## config.mk

```make
export PLATFORM = sky130hd
export DESIGN_NAME = frame_max_tracker
export DESIGN_NICKNAME = d
export VERILOG_FILES = /design/src/rtl/frame_max_tracker.sv
export SDC_FILE = /design/constraint.sdc
export NUM_CORES = 1
export LEC_CHECK = 0
export BUFFER_PORTS_ARGS = -buffer_cell sky130_fd_sc_hd__clkbuf_2
export CAP_MARGIN = 5
export CORE_UTILIZATION = 40
export DETAILED_ROUTE_END_ITERATION = 12
export PLACE_DENSITY_LB_ADDON = 0.12
export SLEW_MARGIN = 25
export SYNTH_ARGS = -nofsm -noshare
export SYNTH_HDL_FRONTEND = slang
export SYNTH_SLANG_ARGS = --single-unit
```

## constraint.sdc

```tcl
create_clock -name clk -period 3.7 [get_ports clk]
set_input_delay 0.555 -clock clk [delete_from_list [all_inputs] [get_ports clk]]
set_output_delay 0.555 -clock clk [all_outputs]
set_load 0.05 [all_outputs]
```

## src/rtl/frame_max_tracker.sv

```systemverilog
// Streaming per-frame maximum finder: accumulates FRAME_LEN unsigned samples,
// then holds {max, index} on a valid/ready output until it is taken.
module frame_max_tracker #(
  parameter int WIDTH     = 8,
  parameter int FRAME_LEN = 4,
  parameter int IDX_W     = 2
) (
  input  logic             clk,
  input  logic             rst_n,
  input  logic             clear,
  input  logic             in_valid,
  output logic             in_ready,
  input  logic [WIDTH-1:0] in_data,
  output logic             out_valid,
  input  logic             out_ready,
  output logic [WIDTH-1:0] out_max,
  output logic [IDX_W-1:0] out_idx
);

  typedef enum logic {ACCUM, HOLD} state_t;

  state_t           state, state_n;
  logic [IDX_W-1:0] count, count_n;
  logic [WIDTH-1:0] run_max, run_max_n, cand_max, out_max_n;
  logic [IDX_W-1:0] run_idx, run_idx_n, cand_idx, out_idx_n;
  logic             out_valid_n;
  logic             accept, last;

  // Decoded from state only, so out_ready never reaches in_ready combinationally.
  assign in_ready = (state == ACCUM);
  assign accept   = in_valid && in_ready;
  assign last     = (count == IDX_W'(FRAME_LEN - 1));

  // Running max including the current sample; strict compare keeps earliest tie.
  always_comb begin
    cand_max = run_max;
    cand_idx = run_idx;
    if (count == '0) begin
      cand_max = in_data;
      cand_idx = '0;
    end else if (in_data > run_max) begin
      cand_max = in_data;
      cand_idx = count;
    end
  end

  always_comb begin
    state_n     = state;
    count_n     = count;
    run_max_n   = run_max;
    run_idx_n   = run_idx;
    out_valid_n = out_valid;
    out_max_n   = out_max;
    out_idx_n   = out_idx;
    case (state)
      ACCUM: begin
        if (clear) begin
          count_n = '0;
        end else if (accept) begin
          run_max_n = cand_max;
          run_idx_n = cand_idx;
          if (last) begin
            count_n     = '0;
            state_n     = HOLD;
            out_valid_n = 1'b1;
            out_max_n   = cand_max;
            out_idx_n   = cand_idx;
          end else begin
            count_n = count + IDX_W'(1);
          end
        end
      end
      HOLD: begin
        if (out_ready) begin
          out_valid_n = 1'b0;
          state_n     = ACCUM;
          count_n     = '0;
        end
      end
      default: state_n = ACCUM;
    endcase
  end

  always_ff @(posedge clk or negedge rst_n) begin
    if (!rst_n) begin
      state     <= ACCUM;
      count     <= '0;
      run_max   <= '0;
      run_idx   <= '0;
      out_valid <= 1'b0;
      out_max   <= '0;
      out_idx   <= '0;
    end else begin
      state     <= state_n;
      count     <= count_n;
      run_max   <= run_max_n;
      run_idx   <= run_idx_n;
      out_valid <= out_valid_n;
      out_max   <= out_max_n;
      out_idx   <= out_idx_n;
    end
  end

endmodule

```

==> flow_summary.json <==
{
  "synth.largest_area_cell": "dfrtp_1",
  "drv_slew": 0,
  "drc": 0,
  "postCtsSetupBuffers": 0,
  "die-width_um": 60.4,
  "placed_cells": 201,
  "grt_pass1_wl_um": 4820,
  "drv_cap": 0,
  "first_iter_violations": 70,
  "grt_use_total": 0.178,
  "setup_viol": 0,
  "clk_latency_ns": 0.32,
  "fin_crit_sh": 0.606,
  "cts-root-buf": "clkbuf_4",
  "final_cell_mix": "dfrtp_1 (24), clkbuf_2 (24), inv_1 (12), a21oi_1 (12), nand2_1 (12)",
  "start_kind": "register",
  "end_kind": "register",
  "ir_worst_vdd_uv": 267,
  "syn-instance-count": 136,
  "clk_pin_slew_ns": 0.14,
  "drive_gt1_frac": 0.273,
  "antennaDiodeCount": 0,
  "rows": 20,
  "die_h_um": 60.4,
  "area_growth_pct": 14.6,
  "port_buffers": 24,
  "drt_wl_total_um": 2810,
  "core_mm2": 0.00315,
  "finalWorstPathRequiredPeriod_ns": 2.24,
  "worst_ep_arrival_time_ns": 2.45,
  "yosysSeqAreaShare": 0.441,
  "final_area_mm2": 0.00156,
  "clk_path_buf_depth": 2,
  "hold_buffers": 0,
  "synth-warning-count": 0,
  "dieArea_mm2": 0.00364,
  "final_cells": 205,
  "yosysUniqueCellTypes": 28,
  "ant_nets": 0,
  "dr.pass1.iters": 5,
  "finalPower_mw": 0.919,
  "placed_area_mm2": 0.00153,
  "fin_nets": 185,
  "p_leak_nw": 0.746,
  "clkSinkCount": 24,
  "htreeDepth": 1,
  "grt_pass1_vias": 1046,
  "synthTopCellsByArea": "dfrtp_1 (44%), ha_1 (9.2%), mux2_2 (6.6%)",
  "run_status": "complete, no violations",
  "numCtsBuffers": 3,
  "hpwlAfterDp_um": 2020,
  "whs_ns": 0.213,
  "synth_nets": 159,
  "antenna_found_initial": 0,
  "fin_skew_ns": 0.00805,
  "final_util": 0.495,
  "cp_data_required_time_ns": 3.91,
  "worst_slew_pin_slew_ns": 0.610,
  "cts_resized": 0,
  "powerDensity_mw_per_mm2": 589,
  "globalRouteOverflowTotal": 0,
  "grt_max_degree": 25,
  "cts_tree": "done",
  "avgSynthCellArea_um2": 10.0,
  "hold_class": "in2async",
  "avgRoutedWirePerCell_um": 13.7,
  "gp_congestion": 0.827,
  "start_util": 0.432,
  "synth-seq-cells": 24,
  "syn_area_mm2": 0.00136,
  "max_freq_mhz": 446,
  "viasPerCell": 5.42,
  "synth_top_area_frac": 0.441,
  "num_io_pins": 25,
  "crit_fanout": 13,
  "rsz0062_at_grt": "no",
  "fillers": 298,
  "final.setup.worst_slack_ns": 1.46,
  "post-place-ws_ns": 1.21,
  "report.final.hold_viol_count": 0,
  "vias": 1111,
  "relSlewSlack": 0.593,
  "critPathKind": "reg2reg",
  "tns_ns": 0
}
-- sequential cells by signal, indices dropped and copies added (netlist names) --
signal / cells
out_max: 8
run_max: 8
count: 2
out_idx: 2
run_idx: 2
out_valid: 1
state: 1
-- power breakdown --
group	switching (mW)	leakage [nW]	internal (mW)	total [mW]
logic	0.279	0.419	0.123	0.402
registers	0.0460	0.306	0.331	0.377
clock network	0.0804	0.0210	0.0601	0.141
total	0.405	0.746	0.514	0.919
-- Yosys cell counts --
cell      count
and3_1        3
o21ai_0       9
nand4_1       3
a211oi_2      1
o32ai_1       2
buf_2         1
o311ai_0      2
nor2_1       11
nor2b_1       1
inv_1        12
clkbuf_1      2
a211o_2       1
a21o_2        1
mux2_2        8
o211ai_1      1
a221o_1       2
a31oi_1       8
ha_1         10
a21oi_1      12
mux2i_1       2
or2_4         1
nand3_1       1
nand2_1      12
a211oi_1      2
o21ai_4       1
a21oi_4       2
dfrtp_1      24
nand4_2       1
-- layout make-up --
cell class                      instances  area (µm²)  area share
Tap cell                               44        55.1      0.0353
Clock buffer                            4        36.3      0.0232
Inverter                               12        45.0      0.0288
Multi-Input combinational cell         97         704       0.451
Timing Repair Buffer                   24         120      0.0769
Sequential cell                        24         601       0.385
-- worst max-delay path: stages, from the launching register on --
cell	delay, ns
dfrtp_1	0.39
inv_1	0.05
ha_1	0.28
nor2b_1	0.13
o211ai_1	0.13
a211o_2	0.45
a21oi_4	0.34
mux2_2	0.38
-- path summary, 6_finish.rpt --
path                       startpoint         end  slack (ns)  cells after the start
max in group asynchronous       rst_n  run_max[4]        3.10                      1
hold / removal                  rst_n  run_max[3]        0.21                      1
setup / recovery           run_max[1]  run_max[2]        1.46                      7
setup reg to reg           run_max[1]  run_max[2]        1.46                      7
min in group clk            out_ready    count[1]        0.44                      2
hold reg to reg             out_valid   out_valid        0.50                      2
-- routing by layer --
| layer | track usage | wire length [µm] | vias to the layer above |
|---|---|---|---|
| met5 | 0 | 0 | - |
| met4 | 0.0797 | 42 | 0 |
| met3 | 0.0192 | 79 | 4 |
| met2 | 0.281 | 1290 | 20 |
| met1 | 0.248 | 1410 | 538 |
| li1 | - | - | 549 |
-- cell families (layout without fill, tap and decap cells) --
family | after synthesis | after routing | synth area share
adder cells (fa/ha/maj) | 10 | 10 | 0.0918
AO/OA/AOI/OAI | 44 | 44 | 0.230
AND/OR/NAND/NOR | 33 | 33 | 0.115
flip-flops | 24 | 24 | 0.441
multiplexers | 10 | 10 | 0.0808
buffers and inverters | 15 | 40 | 0.0422
Note: power is estimated with default switching activity, not from simulation.
